**config.mk**
```make
export PLATFORM = sky130hd
export DESIGN_NAME = id_ex_stage_reg
export DESIGN_NICKNAME = d
export VERILOG_FILES = /design/src/rtl/id_ex_stage_reg.sv
export SDC_FILE = /design/constraint.sdc
export NUM_CORES = 1
export LEC_CHECK = 0
export CORE_AREA = 2 2 135 137
export CTS_CLUSTER_SIZE = 12
export DETAILED_ROUTE_END_ITERATION = 10
export DIE_AREA = 0 0 137 139
export PLACE_DENSITY = 0.78
export SETUP_SLACK_MARGIN = 0.4
export SLEW_MARGIN = 20
export SYNTH_ARGS = -nofsm -noshare
export SYNTH_HDL_FRONTEND = slang
export SYNTH_SLANG_ARGS = --single-unit
```
**constraint.sdc**
```tcl
create_clock -name clk -period 6.8 [get_ports clk]
set_input_delay 1.02 -clock clk [delete_from_list [all_inputs] [get_ports clk]]
set_output_delay 1.02 -clock clk [all_outputs]
set_load 0.01 [all_outputs]
```
**src/rtl/id_ex_stage_reg.sv**
```systemverilog
// id_ex_stage_reg: ID/EX pipeline register for a 5-stage MIPS pipeline.
// It extends the 16-bit immediate, latches the operands, addresses and control
// bundle into EX, and applies the WB-to-ID register-file bypass.
// The optional macro IDEX_BUBBLE_CNT_EN adds a saturating bubble counter.
//
// Pipeline control: there is no valid/ready handshake. flush and stall are
// sampled on every rising clock edge, with priority rst > flush > stall > load.
// - flush forces a bubble into EX.
// - stall holds EX. Only a WB write to a held source register may refresh it.
// - Otherwise the ID slot is loaded. An invalid ID slot loads as a bubble.
// A bubble is all-zero, including ex_valid and ex_ctrl.
// All outputs come straight from registers, so there is no input-to-output
// combinational path.
module id_ex_stage_reg #(
  parameter int CTRL_W = 16,
  parameter int DATA_W = 32
) (
  input  logic              clk,
  input  logic              rst,
  input  logic              flush,
  input  logic              stall,
  input  logic              id_valid,
  input  logic [DATA_W-1:0] id_pc_plus4,
  input  logic [15:0]       id_imm,
  input  logic [1:0]        id_ext_op,
  input  logic [DATA_W-1:0] id_rs_data,
  input  logic [DATA_W-1:0] id_rt_data,
  input  logic [4:0]        id_rs,
  input  logic [4:0]        id_rt,
  input  logic [4:0]        id_rd,
  input  logic [CTRL_W-1:0] id_ctrl,
  input  logic              wb_we,
  input  logic [4:0]        wb_addr,
  input  logic [DATA_W-1:0] wb_data,
  output logic              ex_valid,
  output logic [DATA_W-1:0] ex_pc_plus4,
  output logic [DATA_W-1:0] ex_imm32,
  output logic [DATA_W-1:0] ex_rs_data,
  output logic [DATA_W-1:0] ex_rt_data,
  output logic [4:0]        ex_rs,
  output logic [4:0]        ex_rt,
  output logic [4:0]        ex_rd,
  output logic [CTRL_W-1:0] ex_ctrl
`ifdef IDEX_BUBBLE_CNT_EN
  ,
  output logic [31:0]       bubble_cnt
`endif
);

  // The extension and bypass logic below assumes a 32-bit datapath.
  if (DATA_W != 32) begin : g_bad_data_w
    $error("id_ex_stage_reg: DATA_W must be 32");
  end

  logic              r_valid;
  logic [DATA_W-1:0] r_pc_plus4;
  logic [DATA_W-1:0] r_imm32;
  logic [DATA_W-1:0] r_rs_data;
  logic [DATA_W-1:0] r_rt_data;
  logic [4:0]        r_rs;
  logic [4:0]        r_rt;
  logic [4:0]        r_rd;
  logic [CTRL_W-1:0] r_ctrl;

  logic [DATA_W-1:0] w_imm32;
  logic              w_wb_live;
  logic [DATA_W-1:0] w_rs_data;
  logic [DATA_W-1:0] w_rt_data;
  logic              w_hold_rs_hit;
  logic              w_hold_rt_hit;
  logic              w_bubble;

  // Immediate extension selected by the decoded extension mode.
  always_comb begin
    w_imm32 = '0;
    case (id_ext_op)
      2'b00:   w_imm32 = {16'h0000, id_imm};
      2'b01:   w_imm32 = {{16{id_imm[15]}}, id_imm};
      2'b10:   w_imm32 = {id_imm, 16'h0000};
      default: w_imm32 = {27'd0, id_imm[10:6]};
    endcase
  end

  // A WB write to register 0 is never forwarded.
  assign w_wb_live     = wb_we && (wb_addr != 5'd0);
  assign w_rs_data     = (w_wb_live && (wb_addr == id_rs)) ? wb_data : id_rs_data;
  assign w_rt_data     = (w_wb_live && (wb_addr == id_rt)) ? wb_data : id_rt_data;
  assign w_hold_rs_hit = w_wb_live && (wb_addr == r_rs);
  assign w_hold_rt_hit = w_wb_live && (wb_addr == r_rt);

  // A bubble is loaded on a flush, or on a load edge with an empty ID slot.
  assign w_bubble = flush || (!stall && !id_valid);

  // EX slot register: reset, then bubble, then hold with WB refresh, then load.
  always_ff @(posedge clk or posedge rst) begin
    if (rst) begin
      r_valid    <= 1'b0;
      r_pc_plus4 <= '0;
      r_imm32    <= '0;
      r_rs_data  <= '0;
      r_rt_data  <= '0;
      r_rs       <= '0;
      r_rt       <= '0;
      r_rd       <= '0;
      r_ctrl     <= '0;
    end else if (w_bubble) begin
      r_valid    <= 1'b0;
      r_pc_plus4 <= '0;
      r_imm32    <= '0;
      r_rs_data  <= '0;
      r_rt_data  <= '0;
      r_rs       <= '0;
      r_rt       <= '0;
      r_rd       <= '0;
      r_ctrl     <= '0;
    end else if (stall) begin
      // The held instruction still needs to see a result retiring in WB.
      if (w_hold_rs_hit) r_rs_data <= wb_data;
      if (w_hold_rt_hit) r_rt_data <= wb_data;
    end else begin
      r_valid    <= 1'b1;
      r_pc_plus4 <= id_pc_plus4;
      r_imm32    <= w_imm32;
      r_rs_data  <= w_rs_data;
      r_rt_data  <= w_rt_data;
      r_rs       <= id_rs;
      r_rt       <= id_rt;
      r_rd       <= id_rd;
      r_ctrl     <= id_ctrl;
    end
  end

  assign ex_valid    = r_valid;
  assign ex_pc_plus4 = r_pc_plus4;
  assign ex_imm32    = r_imm32;
  assign ex_rs_data  = r_rs_data;
  assign ex_rt_data  = r_rt_data;
  assign ex_rs       = r_rs;
  assign ex_rt       = r_rt;
  assign ex_rd       = r_rd;
  assign ex_ctrl     = r_ctrl;

`ifdef IDEX_BUBBLE_CNT_EN
  logic [31:0] r_bubble_cnt;

  // Saturating count of edges that load a bubble. Stall edges are not counted.
  always_ff @(posedge clk or posedge rst) begin
    if (rst) begin
      r_bubble_cnt <= '0;
    end else if (w_bubble && (r_bubble_cnt != 32'hFFFF_FFFF)) begin
      r_bubble_cnt <= r_bubble_cnt + 32'd1;
    end
  end

  assign bubble_cnt = r_bubble_cnt;
`endif

endmodule

```
==> metrics, run 1 <==
crit path max-delay cell type buf_4; Via Count 5,901; gr ovfl total 0; Net Count, Synth 781; period utilisation layout 55.27%; Post-synth EDFFs 0; effective utilization at floorplan 39.08%; Slew Limit Fails 0; Compound-Gate Fraction of Synth Area 17.93%; routed len/inst 19.51 um; Top delay family on crit path buffers and inverters; reg2reg start ex_rt[4]; share of cells above drive strength 1 5.167%; CP Launch Type primary input; post-DP HPWL 16,330 um; critical path class in -> reg; ANT nets after route 0; largest net degree at the start of global routing 76; reg2reg setup slack 4.45 ns; sw frac 24.81%; Global Route Usage Sum 23.37%; total iterations of the first detailed-routing run 4; final WL 22,590 um; max cap viols 0; first-pass GRT wire length 34,040 um; Synth Register Bits 160; hold_buf cts 0; Worst IR Drop VDD 0.1679 mV; die height 139 um; TritonCTS Buffers 17; PD cells 224.3 nW/um^2; 1st-iter DRT viols 285; RSZ-0062 raised after global routing false; Hold Vio Cnt, Final 0; ANT cells 0; Worst-Skew Late Latency 0.43 ns; XOR/XNOR share of the synthesized area 2.539%; CP required 7.09 ns; core footprint 17,660 um^2; Comb power frac 17.3%; Post-Syn Instances 593; clk sink count 160; CP arrival 4.05 ns; Port Buffer Count 347; final setup vio count 0; Hold Slack 0.4826 ns; CP Capture Type flop; CP most frequent cell buf_4; dpl cell area 10,420 um^2; Remaining DRCs 0; vias in the first global route 6,081; hold path start ex_rt_data[12]; # IOs 348; CP Launch Point stall; worst path bufs/invs 5; CP peak stage delay 0.65 ns; Root Driver clkbuf_16; post-synthesis mux area share 9.284%; leakage 4.796 nW; worst reg2reg path depth 5; hold path depth 2; Slew Limit Headroom 29.44%; Main synth FF type dfrtp_1; adder-cell area share of the yosys netlist 0%; Seq/Total Area, Yosys 58.02%; Die X 137 um; GPL Wtd Cong 0.8197; buffer count from post-CTS setup fixing 0; antenna violations before repair 1; Synth Area in Simple Gates 6.600%; setup TNS 0 ns; hold endpoint ex_rt_data[12]; Post-synth ARST share 100.0%; final instance area 11,040 um^2; PostCTS Resize Cnt 0; largest family of logic cells by synthesized area compound AO/OA/AOI/OAI gates; NetSw 614.3 uW; clock slew at reported path FFs 0.06 ns; status completed; H-tree depth 4; reg2reg end ex_rt_data[2]; Fmax achieved 0.2661 GHz; Die ar. 19,040 um^2; Yosys warnings 0; Pwr Total 2.477 mW; CTS tree built; distinct cell type count after synthesis 31; Bufs on Longest Clock Path 2; Via density 5.096; Pint 1.862 mW; Hold Crit Class reg -> reg; Syn-to-layout area delta 60.00%; fin crit period 3.759 ns; Site Rows 49; sequential share of power 41.8%; Slew @ Worst Pin 1.058 ns; syn avg cell area 11.64 um^2; CP cell instances clkdlybuf4s50_1 -> buf_4 -> nor2b_4 -> buf_4 -> o41a_1 -> buf_4 -> or2_1 -> buf_4 -> o21ai_0; Worst Skew 0.01357 ns; part of the power in the clock network 40.9%; Post-layout nets 1,105; Worst Path Max Fanout 75; post-synthesis instance area 6900 um^2
worst min-delay path, delay by kind of cell, from the launching register on:
kind	cells	cell delay [ns]
flops	1	0.34
compound gates	1	0.06
simple gates	1	0.05
layout by cell type, fill, tap and decap left out, types with 5 or more instances in the layout:
cell type / count
buf_4: 8
a221oi_1: 15
nand3_1: 7
inv_1: 16
mux2i_1: 64
a22o_1: 74
xnor2_1: 10
o21ai_1: 62
a21oi_1: 12
dfrtp_1: 160
nor2_1: 7
xor2_1: 10
clkdlybuf4s50_1: 347
nand2_1: 79
clkbuf_16: 17
nand2b_1: 5
power by group through the flow:
stage	sequential (mW)	clock [mW]	combinational (mW)
6_report	1.04	1.01	0.428
5_1_grt	1.04	1.07	0.459
4_1_cts	1.04	1.03	0.434
3_5_place_dp	1.05	0	0.432
3_3_place_gp	1.05	0	0.426
2_1_floorplan	1.07	0	0.147
worst max path at each step:
| stage | endpoint | slack, ns | cells past startpoint |
|---|---|---|---|
| finish | ex_rs_data[31] | 3.04 | 9 |
| global route | ex_rs_data[31] | 2.86 | 9 |
| CTS | ex_rt_data[2] | 2.89 | 6 |
| detailed placement | ex_rt_data[2] | 2.44 | 6 |
| global placement | ex_rt_data[2] | 2.62 | 6 |
| floorplan | ex_ctrl[0] | 1.46 | 1 |
Yosys cell counts (all sizes together) (4+ instances only):
cell    count  area share (%)
xnor2      10             1.3
a21oi      13            0.94
nor2b       4            0.36
nor2        7            0.38
dfrtp     160              58
a221oi     15             1.9
buf        24             3.2
nand2b      5            0.45
xor2       10             1.3
nand3       7            0.51
nand2      79             4.3
clkbuf     26             1.5
mux2i      64             9.3
inv        17            0.92
o21ai      66             4.8
a22o       74             9.4
through the flow:
step / setup slack [ns] / util, % / instances
floorplan: 1.460 / - / 593
global placement: 2.620 / 58.99 / 1127
detailed placement: 2.439 / 58.99 / 1127
CTS: 2.891 / 62.49 / 1158
global route: 2.856 / 62.53 / 1158
finish: 3.041 / 62.53 / 1158
logic make-up (layout without fill, tap and decap cells):
logic type / Yosys count / count (layout)
compound gates: 174 / 174
flops: 160 / 160
simple gates: 108 / 108
buf+inv: 67 / 403
mux: 64 / 64
xor+xnor: 20 / 20
metal layers:
| metal | part of all wire [%] | global-route usage, % |
|---|---|---|
| met1 | 39 | 26.97 |
| met2 | 49 | 39.15 |
| met3 | 9.7 | 9.101 |
| met4 | 2.2 | 8.410 |
| met5 | 0.071 | 0 |
registers in the layout, indices dropped and copies added, names as in the netlist:
signal,cells
ex_rd,5
ex_rs,5
ex_ctrl,16
ex_valid,1
ex_imm32,32
ex_rt_data,32
ex_rt,5
ex_rs_data,32
ex_pc_plus4,32
layout make-up:
| cell class | count | area (um^2) |
|---|---|---|
| clock inverter | 12 | 185.2 |
| inverter | 17 | 68.82 |
| multi-input combinational | 366 | 2530 |
| clock buffer | 19 | 432.9 |
| tap | 229 | 286.5 |
| sequential | 160 | 4004 |
| timing repair buffer | 355 | 3533 |
| fill | 1460 | 6616 |
No activity file was read; power rests on OpenSTA's default activity.
==> run 2: changes to the inputs <==
--- a/config.mk
+++ b/config.mk
@@ -5,11 +5,11 @@
 export SDC_FILE = /design/constraint.sdc
 export NUM_CORES = 1
 export LEC_CHECK = 0
-export CORE_AREA = 2 2 135 137
+export CORE_ASPECT_RATIO = 2
+export CORE_UTILIZATION = 36
 export CTS_CLUSTER_SIZE = 12
 export DETAILED_ROUTE_END_ITERATION = 10
-export DIE_AREA = 0 0 137 139
-export PLACE_DENSITY = 0.78
+export PLACE_DENSITY = 0.75
 export SETUP_SLACK_MARGIN = 0.4
 export SLEW_MARGIN = 20
 export SYNTH_ARGS = -nofsm -noshare
==> constraint.sdc (replaced) <==
create_clock -name clk -period 3.1 [get_ports clk]
set_input_delay 0.465 -clock clk [delete_from_list [all_inputs] [get_ports clk]]
set_output_delay 0.465 -clock clk [all_outputs]
set_load 0.01 [all_outputs]
==> run 2 against run 1 <==
Power up 120%. Via count up 0.93%. Highest routed layer is now met4. Critical path type unchanged. Register-to-register slack worse by 3.2 ns.
==> metrics, run 2 (synthesis gave the netlist of run 1 again) <==
status completed (unchanged); sw frac 25.32% (was 24.81%); # IOs 348 (unchanged); Die ar. 19,760 um^2 (was 19,040 um^2); GPL Wtd Cong 0.8744 (was 0.8197); Slew @ Worst Pin 0.7937 ns (was 1.058 ns); critical path class in -> reg (unchanged); clk sink count 160 (unchanged); part of the power in the clock network 41.7% (was 40.9%); gr ovfl total 0 (unchanged); Worst-Skew Late Latency 0.42 ns (was 0.43 ns); CP cell instances clkdlybuf4s50_1 -> or4_4 -> o21a_1 -> a41o_2 -> buf_4 -> mux2i_1 -> o21ai_1 (was clkdlybuf4s50_1 -> buf_4 -> nor2b_4 -> buf_4 -> o41a_1 -> buf_4 -> or2_1 -> buf_4 -> o21ai_0); clock slew at reported path FFs 0.06 ns (about the same); Die X 99.90 um (was 137 um); ANT cells 0 (unchanged); Global Route Usage Sum 23.37% (about the same); 1st-iter DRT viols 182 (was 285); H-tree depth 4 (unchanged); Site Rows 71 (was 49); share of cells above drive strength 1 6.482% (was 5.167%); DP Worst Slack 0.2912 ns (was 2.439 ns); final WL 22,850 um (was 22,590 um); Slew Limit Headroom 47.09% (was 29.44%); commonest cells after routing, fill and taps aside clkdlybuf4s50_1, dfrtp_1, nand2_1, a22o_1, mux2i_1 (unchanged); final setup vio count 0 (unchanged); Via density 4.980 (was 5.096); antenna violations before repair 0 (was 1); post-DP HPWL 16,870 um (was 16,330 um); PostCTS Resize Cnt 0 (unchanged); setup ws final 0.7309 ns (was 3.041 ns); Port Buffer Count 347 (unchanged); Worst Skew 0.004190 ns (was 0.01357 ns); first-pass GRT wire length 34,800 um (was 34,040 um); CP required 3.39 ns (was 7.09 ns); Comb power frac 17.3% (about the same); routed len/inst 19.11 um (was 19.51 um); die height 197.8 um (was 139 um); Worst Path Max Fanout 13 (was 75); CTS tree built (unchanged); CP arrival 2.66 ns (was 4.05 ns); commonest non-fill, non-tap cell in the layout clkdlybuf4s50_1 (unchanged); core footprint 18,740 um^2 (was 17,660 um^2); setup TNS 0 ns (unchanged); Hold Vio Cnt, Final 0 (unchanged); hold_buf cts 0 (unchanged); CP Launch Type primary input (unchanged); Fmax achieved 0.4221 GHz; crit path max-delay cell type or4_4 (was buf_4); ANT nets after route 0 (unchanged); Slew Limit Fails 0 (unchanged); effective utilization at floorplan 36.81% (was 39.08%); worst path bufs/invs 2 (was 5); RSZ-0062 raised after global routing false (unchanged); fin crit period 2.369 ns; NetSw 1.401 mW (was 614.3 uW); period utilisation layout 76.42%; PD cells 492.7 nW/um^2 (was 224.3 nW/um^2); Remaining DRCs 0 (unchanged); Syn-to-layout area delta 62.74% (was 60.00%); Post-layout nets 1,116 (was 1,105); vias in the first global route 6,353 (was 6,081); Root Driver clkbuf_16 (unchanged); total iterations of the first detailed-routing run 4 (unchanged); Pint 4.132 mW (was 1.862 mW); max cap viols 0 (unchanged); CP Capture Type flop (unchanged); sequential share of power 41.0% (was 41.8%); CP peak stage delay 0.54 ns (was 0.65 ns); Hold Crit Class in -> async (was reg -> reg); Top delay family on crit path buffers and inverters (unchanged); largest net degree at the start of global routing 73 (was 76); TritonCTS Buffers 17 (unchanged); leakage 4.872 nW (was 4.796 nW); Worst IR Drop VDD 0.3612 mV (was 0.1679 mV); Bufs on Longest Clock Path 2 (unchanged); Via Count 5,956 (was 5,901); buffer count from post-CTS setup fixing 0 (unchanged); # fillers 1,542 (was 1,460)
==> run 2: final timing paths <==
path                            slack [ns]  depth (start not counted)           from              end
worst max register to register        1.25                          6       ex_rt[1]    ex_rt_data[2]
min in group clk                      0.48                          2  ex_rt_data[8]    ex_rt_data[8]
worst min-delay path                  0.48                          2            rst  ex_pc_plus4[15]
worst min register to register        0.48                          2  ex_rt_data[8]    ex_rt_data[8]
max in group asynchronous             1.84                          3            rst   ex_rt_data[12]
worst max-delay path                  0.73                          7     wb_addr[3]   ex_rt_data[24]
==> run 2: final cells by class <==
class | count | area [um^2] | area share, %
Clock inverter | 14 | 202.7 | 1.805
Tap cell | 255 | 319.1 | 2.841
Timing Repair Buffer | 366 | 3666 | 32.65
Multi-Input combinational cell | 366 | 2531 | 22.54
Clock buffer | 18 | 439.2 | 3.911
Inverter | 17 | 67.56 | 0.6017
Sequential cell | 160 | 4004 | 35.65
==> run 2: stage by stage <==
step | cells | cell area, um^2 | util, % | hold WS [ns] | power [mW]
floorplan | 593 | 6904 | - | 0.5110 | 2.678
global placement | 1164 | 10580 | 56.46 | 0.4661 | 3.259
detailed placement | 1164 | 10590 | 56.48 | 0.4743 | 3.270
CTS | 1196 | 11230 | 59.91 | 0.4783 | 5.582
global route | 1196 | 11230 | 59.91 | 0.5120 | 5.728
finish | 1196 | 11230 | 59.91 | 0.4784 | 5.532
==> run 2: routing by layer <==
| metal | share of wire, % | track usage [%] |
|---|---|---|
| met5 | 0 | 0 |
| met4 | 4.7 | 12.85 |
| met3 | 6.3 | 5.648 |
| met2 | 53 | 41.69 |
| met1 | 36 | 24.89 |
==> run 2: power by group through the flow <==
stage | clock network (mW) | registers, mW | logic (mW)
after floorplan | 0 | 2.36 | 0.322
after global placement | 0 | 2.30 | 0.956
after detailed placement | 0 | 2.31 | 0.964
after CTS | 2.34 | 2.27 | 0.968
after global routing | 2.42 | 2.28 | 1.02
final | 2.31 | 2.27 | 0.957
==> run 2: worst register-to-register path, stage by stage (launching register included) <==
cell     delay, ns
dfrtp_1       0.43
xnor2_1       0.18
nand3_1       0.10
o41a_2        0.39
or2_1         0.23
buf_4         0.24
o21ai_0       0.21
